[src/rtl/register_bus_reader.sv]
// register_bus_reader: sweeps registers on a shared tri-state bus one at a time,
// capturing each word after a settle time and handing it downstream via valid/ready.
module register_bus_reader #(
    parameter int NrOfBits     = 8,
    parameter int NrOfRegs     = 16,
    parameter int SettleCycles = 1,
    localparam int CW = $clog2(NrOfRegs + 1),
    localparam int IW = (NrOfRegs > 1) ? $clog2(NrOfRegs) : 1
) (
    input  logic                clk_i,
    input  logic                rst_ni,
    input  logic                start_i,
    input  logic [CW-1:0]       count_i,
    input  logic                abort_i,
    output logic [NrOfRegs-1:0] cs_o,
    input  logic [NrOfBits-1:0] bus_i,
    output logic [NrOfBits-1:0] out_data_o,
    output logic [IW-1:0]       out_idx_o,
    output logic                out_valid_o,
    input  logic                out_ready_i,
    output logic                busy_o,
    output logic                done_o
);
    localparam int SW = $clog2(SettleCycles + 1);
    localparam logic [NrOfRegs-1:0] ONE = NrOfRegs'(1);
    localparam logic [CW-1:0] MAXC = CW'(NrOfRegs);
    localparam logic [IW-1:0] LASTI = IW'(NrOfRegs - 1);
    localparam logic [SW-1:0] SEND = SW'(SettleCycles - 1);

    typedef enum logic [1:0] {IDLE, SEL, WAIT} state_t;

    state_t                state_q;
    logic [NrOfRegs-1:0]   cs_q;
    logic [NrOfBits-1:0]   data_q;
    logic [IW-1:0]         oidx_q, idx_q, last_q, idx_d;
    logic [SW-1:0]         settle_q;
    logic                  valid_q, busy_q, done_q;

    assign idx_d = idx_q + 1'b1;

    // cs only ever goes low from an all-ones state, so the WAIT cycle keeps selects break-before-make
    always_ff @(posedge clk_i or negedge rst_ni) begin
        if (!rst_ni) begin
            state_q  <= IDLE;
            cs_q     <= '1;
            data_q   <= '0;
            oidx_q   <= '0;
            idx_q    <= '0;
            last_q   <= '0;
            settle_q <= '0;
            valid_q  <= 1'b0;
            busy_q   <= 1'b0;
            done_q   <= 1'b0;
        end else begin
            done_q <= 1'b0;
            if (state_q != IDLE && abort_i) begin
                cs_q    <= '1;
                valid_q <= 1'b0;
                busy_q  <= 1'b0;
                state_q <= IDLE;
            end else begin
                case (state_q)
                    IDLE: if (start_i && !abort_i) begin
                        idx_q    <= '0;
                        settle_q <= '0;
                        if (count_i == '0) begin
                            done_q <= 1'b1;
                        end else begin
                            last_q  <= (count_i > MAXC) ? LASTI : IW'(count_i - 1'b1);
                            cs_q    <= ~ONE;
                            busy_q  <= 1'b1;
                            state_q <= SEL;
                        end
                    end
                    SEL: begin
                        if (settle_q == SEND) begin
                            data_q  <= bus_i;
                            oidx_q  <= idx_q;
                            valid_q <= 1'b1;
                            cs_q    <= '1;
                            state_q <= WAIT;
                        end else begin
                            settle_q <= settle_q + 1'b1;
                        end
                    end
                    default: if (valid_q && out_ready_i) begin
                        valid_q <= 1'b0;
                        if (idx_q == last_q) begin
                            done_q  <= 1'b1;
                            busy_q  <= 1'b0;
                            state_q <= IDLE;
                        end else begin
                            idx_q    <= idx_d;
                            settle_q <= '0;
                            cs_q     <= ~(ONE << idx_d);
                            state_q  <= SEL;
                        end
                    end
                endcase
            end
        end
    end

    assign cs_o        = cs_q;
    assign out_data_o  = data_q;
    assign out_idx_o   = oidx_q;
    assign out_valid_o = valid_q;
    assign busy_o      = busy_q;
    assign done_o      = done_q;
endmodule

[config.mk]
export PLATFORM = sky130hd
export DESIGN_NAME = register_bus_reader
export DESIGN_NICKNAME = d
export VERILOG_FILES = /design/src/rtl/register_bus_reader.sv
export SDC_FILE = /design/constraint.sdc
export NUM_CORES = 1
export LEC_CHECK = 0
export CORE_AREA = 3 3 74 69
export CTS_BUF_LIST = sky130_fd_sc_hd__clkbuf_8
export DETAILED_ROUTE_END_ITERATION = 8
export DIE_AREA = 0 0 77 72
export HOLD_SLACK_MARGIN = 0.1
export PLACE_DENSITY_LB_ADDON = 0.2
export SYNTH_ARGS = -nofsm -noshare
export SYNTH_HDL_FRONTEND = slang
export SYNTH_SLANG_ARGS = --single-unit
[constraint.sdc]
create_clock -name clk_i -period 2.15 [get_ports clk_i]
set_input_delay 0.43 -clock clk_i [delete_from_list [all_inputs] [get_ports clk_i]]
set_output_delay 0.43 -clock clk_i [all_outputs]
set_load 0.1 [all_outputs]
## Word level (Yosys, flattened, before mapping)

Cells that the tools add are included.

- Multiplexer cells: 40
- Equal/unequal tests: 11
- Shifts and indexed selects: 1
- Reductions and logical operators: 21
- Order comparisons: 1
- $add $sub $neg: 3
- Bitwise gates (word level): 5

Operator list:

| operator | number |
|---|---|
| 16-bit 2-to-1 mux | 6 |
| 16-bit one-hot mux with 2 select lines | 1 |
| 1-bit 2-to-1 mux | 18 |
| 4-bit 2-to-1 mux | 4 |
| 16-bit NOT | 1 |
| 1-bit by 4-bit << shifter with 16-bit output, first input constant | 1 |
| 5-bit AND reduction | 3 |
| 4-bit AND reduction | 3 |
| 3-bit nonzero test | 4 |
| 2-bit 2-to-1 mux | 5 |
| 3-bit inequality test, second input constant | 3 |
| 1-bit one-hot mux with 2 select lines | 4 |
| 4-bit one-hot mux with 2 select lines | 1 |
| 2-bit inequality test, second input constant | 3 |
| 3-bit AND reduction | 2 |
| 5-bit > comparator, second input constant | 1 |
| 5-bit zero test | 1 |
| 4-bit by 1-bit adder with 4-bit output, second input constant | 1 |
| 4-bit == test | 1 |
| 4-bit by 2-bit inequality test with 1-bit output, second input constant | 1 |
| 1-bit NOT | 4 |
| 2-bit one-hot mux with 2 select lines | 1 |
| 2-bit nonzero test | 2 |
| 4-bit nonzero test | 1 |
| other kinds (8) | 10 |

- Bits of input ports: 18
- Logic and storage cells: 92
- Register bits after elaboration: 42

## Logic depth before layout (Yosys ltp)

Gate-level depths: netlist of run 1.

- Depth after elaboration: 7
- Gate-level depth with buffers: 7
- Mapped depth without buffers: 6

## Least setup slack after synthesis of run 1

Ideal clock, no wire load.

- Path kind: reg2reg
- Start: register valid_q (netlist: out_valid_o)
- End: register cs_q[8] (netlist: cs_o[8])
- Cell stages (with the launch flop): 6
- Setup slack: -0.181 ns
- Data arrival time: 2.256 ns
- Required time: 2.075 ns
- Cell sequence: dfrtp_1 > nand2_1 > a22o_4 > a221oi_4 > buf_8 > mux2i_1

- Cells in the longest elaborated chain, start to end: 3

RTL lines:

| item | RTL line | RTL |
|---|---|---|
| from (decl) | 37 | `logic valid_q, busy_q, done_q;` |
| from (signal assigned) | 51 | `valid_q <= 1'b0;` |
| from (signal assigned) | 58 | `valid_q <= 1'b0;` |
| from (signal assigned) | 79 | `valid_q <= 1'b1;` |
| 1-bit logical AND | 86 | `default: if (valid_q && out_ready_i) begin` |
| 4-bit nonzero test (no source line) | -- |  |
| 5-bit AND reduction (no source line) | -- |  |
| to (signal assigned) | 70 | `cs_q <= ~ONE;` |
| to (signal assigned) | 95 | `cs_q <= ~(ONE << idx_d);` |
| to (decl) | 33 | `logic [NrOfRegs-1:0] cs_q;` |

Every way passes these cells.
A chain may end at the register's enable or synchronous reset.

## Worst setup path after layout of run 1

- Start: input port count_i[0]
- End: register last_q[0]

- Cells in the longest elaborated chain, start to end: 3

RTL lines:

| item | RTL line | RTL |
|---|---|---|
| from (decl) | 13 | `input logic [CW-1:0] count_i,` |
| parallel branches: the longest is 3 deep, another holds 4-bit by 1-bit subtractor with 4-bit output | -- |  |
| to (signal assigned) | 69 | `last_q <= (count_i > MAXC) ? LASTI : IW'(count_i - 1'b1);` |
| to (decl) | 35 | `logic [IW-1:0] oidx_q, idx_q, last_q, idx_d;` |

Several ways; the timed one is not identified.

==> out/metrics.cfg, run 1 <==
[status]
status=finished, final reports clean

[cts]
postCtsSetupBuffers=0
ctsResizeCount=0
holdBufCountCts=0
clk_pin_slew_worst_paths_ps=80
cts_sinks=41
clk_latency_ps=300
numCtsBuffers=5
h-tree-depth=2
clock-root-buffer=clkbuf_8
cts_tree=done
cts.path.max_buffers=2

[power_and_ir_drop]
ir_worst_vdd_mv=1.281
p_leak_nw=1.381
power_density_nw_per_um2=1295
p_total_mw=3.621

[logic_synthesis]
syn_inst=193
synth_seq_cells=41
synth_edf_count=0
yosysTopAreaCellShare=0.2880
ys_types=45
ys_top_cells_by_count=25 x dfrtp_1, 21 x inv_1, 16 x dfstp_2, 16 x mux2i_1, 14 x nor2_1
avgSynthCellArea_sq_um=11.25
ys_seq_area_frac=0.4816
synth_top_cell_by_area=dfrtp_1
postSynth.asyncResetShare=1.000
synthTopCellsByArea=dfrtp_1 29%, dfstp_2 19%, mux2i_1 7.4%, mux2_2 6.7%, ha_1 4.0%
synthFlopType=dfrtp_1
yosysMostFrequentCell=dfrtp_1
syn-num-nets=218
yosysWarnings=0
syn-cell-area_sq_um=2172

[timing]
relSlewSlack=0.6468
slew_violations=0
timing.hold.ws_ps=91.57
timing.final.ws_setup_ps=271.9
finalSetupViolCount=0
tightest_slew_ps=525.8
max_freq_ghz=0.5325
post-route-min-period_ps=1878
fin_skew_ps=8.682
final-hold-violation-count=0
fin_crit_sh=0.8735
rsz0062_at_grt=false

[placement]
placed_cell_area_sq_um=2705
gp_congestion=0.7718
dpl_worst_slack_ps=-41.43
io_buffers=48
hpwl_mm=3.264

[floorplan]
io_pins=49
die_w_um=77
initial_core_util=0.4933
rows=23
coreArea_sq_um=4403
die_area_sq_um=5544
die_h_um=72

[global_route]
grt_pass1_wl_mm=7.583
antenna_found_initial=0
grt_pass1_vias=1622
grt_max_degree=23
overflow=0
grt_usage=0.1726

[worst_hold_path]
worst_hold_path_type=primary input to asynchronous set/reset pin

[setup_path]
cp-start-kind=primary input
crit_start=count_i[0]
worst-path-max-fanout=8
crit_type=primary input to flip-flop
r2r-start=state_q[1]
end_kind=flip-flop
arrival_ps=2100
worstPathRequired_ps=2370

[route]
viasPerCell=4.965
drc=0
firstDrtPassIters=4
met3_length_um=234
wl_per_cell_um=13.76
drt_iter0_drc=87
vias=1574
drt-met1-wl_mm=2.005
ant_nets=0
wl_mm=4.362
topRoutingLayerUsed=met4
wl_met2_mm=2.053

[cells_and_area]
fillers=368
layout-drive-gt1-share=0.3647
final_nets=279
insertedDiodeCount=0
areaGrowthSynthToFinish_pct=28.69
final_area_sq_um=2795

[run]
max_cap_violations=0

-- registers in the layout, indices dropped and copies added (netlist names), 2 cells and up --
register	cells
cs_o	16
out_data_o	8
idx_q	4
last_q	4
out_idx_o	4
state_q	2
-- routing by layer --
metal | GRT usage | vias up
met5 | 0 | -
met4 | 0.05731 | 0
met3 | 0.04839 | 8
met2 | 0.2718 | 39
met1 | 0.2331 | 742
li1 | - | 785
-- path summary, 6_finish.rpt --
| check | endpoint | slack (ps) | depth (start not counted) |
|---|---|---|---|
| max | last_q[0] | 270 | 8 |
| min | last_q[2] | 90 | 1 |
| max reg2reg | last_q[0] | 310 | 5 |
| min reg2reg | cs_o[12] | 470 | 2 |
| max in group asynchronous | cs_o[7] | 1430 | 2 |
| min in group clk_i | cs_o[12] | 470 | 2 |
-- cells in the final DEF (no fill, tap or decap), types with 2 or more instances in the layout --
master and instances:
buf_4 46, dfrtp_1 24, inv_1 23, mux2i_1 16, dfstp_2 16, clkdlybuf4s50_1 16
nor2_1 14, mux2_2 13, nand2_1 10, a21oi_1 9, ha_1 7, a31oi_1 6
clkbuf_8 6, xor2_1 4, nand3_1 3, nor3_1 3, xnor2_1 3, o21ai_0 3
a22o_1 2, nand2b_1 2, o22ai_1 2, nand3b_1 2
-- per-stage QoR --
step / std cells / util / setup TNS, ps
after floorplan: 193 / - / 0
after global placement: 309 / 0.6144 / -27.96
final: 317 / 0.6348 / 0
after global routing: 317 / 0.6348 / 0
after CTS: 317 / 0.6348 / 0
after detailed placement: 309 / 0.6144 / -229.2
-- worst max-delay path: stages --
cell             delay (ps)
clkdlybuf4s50_1         470
inv_1                    60
ha_1                    200
nor4b_2                 180
nor4bb_1                350
buf_4                   220
nor2_1                   50
a31oi_1                 140
-- layout make-up --
type | instances | area [sq um] | area share
flip-flops and latches | 41 | 1047 | 0.3747
repair buffers | 64 | 530.5 | 0.1898
clock buffers | 6 | 82.58 | 0.02954
multi-input cells | 121 | 970.9 | 0.3474
well taps | 62 | 77.57 | 0.02775
clock inverters | 2 | 7.507 | 0.002686
inverters | 21 | 78.83 | 0.02820
-- cell families (layout without fill, tap and decap cells) --
group	Yosys count	after routing	synth area share
DFF	41	41	0.4816
adders and majority gates	7	7	0.04032
buffers and inverters	31	93	0.07373
and+or+nand+nor	45	45	0.1181
AOI/OAI and AO/OA	33	33	0.1169
xor gates and xnor gates	7	7	0.02823
muxes	29	29	0.1411
-- power breakdown --
part	internal (mW)	switching, mW
Combinational	0.618	1.38
Clock	0.252	0.260
Sequential	0.970	0.143
No activity file was read; power rests on OpenSTA's default activity.
==> run 2: changes to the inputs <==
--- a/config.mk
+++ b/config.mk
@@ -11,6 +11,7 @@
 export DIE_AREA = 0 0 77 72
 export HOLD_SLACK_MARGIN = 0.1
 export PLACE_DENSITY_LB_ADDON = 0.2
+export REMOVE_ABC_BUFFERS = 1
 export SYNTH_ARGS = -nofsm -noshare
 export SYNTH_HDL_FRONTEND = slang
 export SYNTH_SLANG_ARGS = --single-unit
==> out/metrics.cfg, run 2 (same netlist as run 1, synthesis figures left out) <==
[timing]
final-hold-violation-count=0  ; unchanged
finalSetupViolCount=0  ; unchanged
tightest_slew_ps=525.4  ; was 525.8 ps
relSlewSlack=0.6471  ; was 0.6468
fin_tns_setup_ps=0  ; unchanged
max_freq_ghz=0.5180  ; was 0.5325 GHz
post-route-min-period_ps=1930  ; was 1878 ps
slew_violations=0  ; unchanged
rsz0062_at_grt=false  ; unchanged
timing.hold.ws_ps=464.7  ; was 91.57 ps
fin_skew_ps=11.93  ; was 8.682 ps
fin_crit_sh=0.8978  ; was 0.8735

[cells_and_area]
largest_reg_flops=16  ; unchanged
insertedDiodeCount=0  ; unchanged
final_nets=279  ; unchanged
fillers=381  ; was 368
layout_commonest_cell=buf_4  ; unchanged
areaGrowthSynthToFinish_pct=28.80  ; was 28.69%
layout-drive-gt1-share=0.3608  ; was 0.3647
final_cell_mix=45 x buf_4, 25 x dfrtp_1, 21 x inv_1  ; was 46 x buf_4, 24 x dfrtp_1, 23 x inv_1

[global_route]
grt_usage=0.1674  ; was 0.1726
grt_pass1_vias=1510  ; was 1622
antenna_found_initial=0  ; unchanged
grt_max_degree=18  ; was 23
grt_pass1_wl_mm=7.300  ; was 7.583 mm
overflow=0  ; unchanged

[floorplan]
initial_core_util=0.4933  ; unchanged
die_w_um=77  ; unchanged
io_pins=49  ; unchanged
rows=23  ; unchanged
die_h_um=72  ; unchanged
die_area_sq_um=5544  ; unchanged
coreArea_sq_um=4403  ; unchanged

[power_and_ir_drop]
ir_worst_vdd_mv=0.9940  ; was 1.281 mV
p_leak_nw=1.374  ; was 1.381 nW
power_density_nw_per_um2=1293  ; was 1295 nW/um^2

[worst_hold_path]
worst_hold_path_type=flip-flop to flip-flop  ; was primary input to asynchronous set/reset pin
holdCritStartpoint=cs_o[14]
min_to=cs_o[14]
hold_depth=2

[setup_path]
r2r_end=cs_o[12]  ; was last_q[0]
crit_type=primary input to flip-flop  ; unchanged
crit_path_max_incr_delay_ps=480  ; was 470 ps
path_cells=clkdlybuf4s50_1 > inv_1 > ha_1 > nor4b_2 > a221oi_4 > buf_12 > mux2i_1  ; was clkdlybuf4s50_1 > inv_1 > ha_1 > nor4b_2 > nor4bb_1 > buf_4 > nor2_1 > a31oi_1
rr_worst_depth=5  ; unchanged
worstPathRequired_ps=2360  ; was 2370 ps
r2r_setup_slack_ps=340  ; was 310 ps
end_kind=flip-flop  ; unchanged
crit_start=count_i[1]  ; was count_i[0]
r2r-start=state_q[1]  ; unchanged
worst-path-max-fanout=16  ; was 8
slowest_stage=clkdlybuf4s50_1  ; unchanged
cp-start-kind=primary input  ; unchanged
arrival_ps=2140  ; was 2100 ps

[cts]
ctsResizeCount=0  ; unchanged
clock-root-buffer=clkbuf_8  ; unchanged
postCtsSetupBuffers=0  ; unchanged
cts_sinks=41  ; unchanged
holdBufCountCts=1  ; was 0
cts_tree=done  ; unchanged
clk_latency_ps=290  ; was 300 ps
numCtsBuffers=5  ; unchanged
clk_pin_slew_worst_paths_ps=70  ; was 80 ps
cts.path.max_buffers=2  ; unchanged
h-tree-depth=2  ; unchanged

[route]
firstDrtPassIters=4  ; unchanged
viasPerCell=4.927  ; was 4.965
wl_mm=4.174  ; was 4.362 mm
wl_per_cell_um=13.17  ; was 13.76 um
vias=1562  ; was 1574
drc=0  ; unchanged
drt_iter0_drc=60  ; was 87
ant_nets=0  ; unchanged

[run]
max_cap_violations=0  ; unchanged

[placement]
gp_congestion=0.7867  ; was 0.7718
io_buffers=48  ; unchanged
hpwl_mm=3.203  ; was 3.264 mm

[status]
status=finished, final reports clean  ; unchanged

==> run 2: critical path: cells and delay by family <==
family / cells / cell delay, ps
muxes: 1 / 230
AOI/OAI and AO/OA: 1 / 310
buffers and inverters: 3 / 760
and+or+nand+nor: 1 / 200
adders and majority gates: 1 / 200
==> run 2: where the power goes <==
| part | switching, mW | total (mW) | leakage (nW) | internal (mW) |
|---|---|---|---|---|
| logic | 1.38 | 2.01 | 0.847 | 0.627 |
| registers | 0.129 | 1.10 | 0.478 | 0.968 |
| clock network | 0.254 | 0.508 | 0.0486 | 0.254 |
==> run 2: per-layer routing <==
| metal | vias to the layer above | wire, um | global-route usage |
|---|---|---|---|
| met2 | 37 | 1945 | 0.2582 |
| li1 | 787 | - | - |
| met4 | 0 | 57 | 0.05336 |
| met1 | 732 | 2010 | 0.2346 |
| met3 | 6 | 161 | 0.04218 |
| met5 | - | 0 | 0 |
==> run 2: area by class of cell <==
cell class / count / area, sq um / share of cell area
multi-input cells: 121 / 970.9 / 0.3470
repair buffers: 64 / 533.0 / 0.1905
clock buffers: 6 / 82.58 / 0.02952
well taps: 62 / 77.57 / 0.02773
flip-flops and latches: 41 / 1046 / 0.3739
clock inverters: 2 / 8.758 / 0.003131
inverters: 21 / 78.83 / 0.02818
==> run 2: worst max path at each step <==
stage	endpoint	slack, ps	depth (start not counted)
floorplan	cs_o[0]	-320	4
global placement	cs_o[13]	9	7
detailed placement	cs_o[12]	-80	7
CTS	cs_o[12]	230	7
global route	cs_o[12]	110	7
finish	cs_o[12]	220	7
==> run 2: through the flow <==
| stage | power (mW) | util | setup WS (ps) | cell area, sq um | cells |
|---|---|---|---|---|---|
| global route | 3.792 | 0.6354 | 112.4 | 2798 | 317 |
| floorplan | 2.623 | - | -321.7 | 2091 | 183 |
| finish | 3.617 | 0.6354 | 219.6 | 2798 | 317 |
| global placement | 3.116 | 0.6124 | 9.208 | 2696 | 308 |
| CTS | 3.654 | 0.6354 | 225.4 | 2798 | 317 |
| detailed placement | 3.133 | 0.6124 | -78.41 | 2696 | 308 |
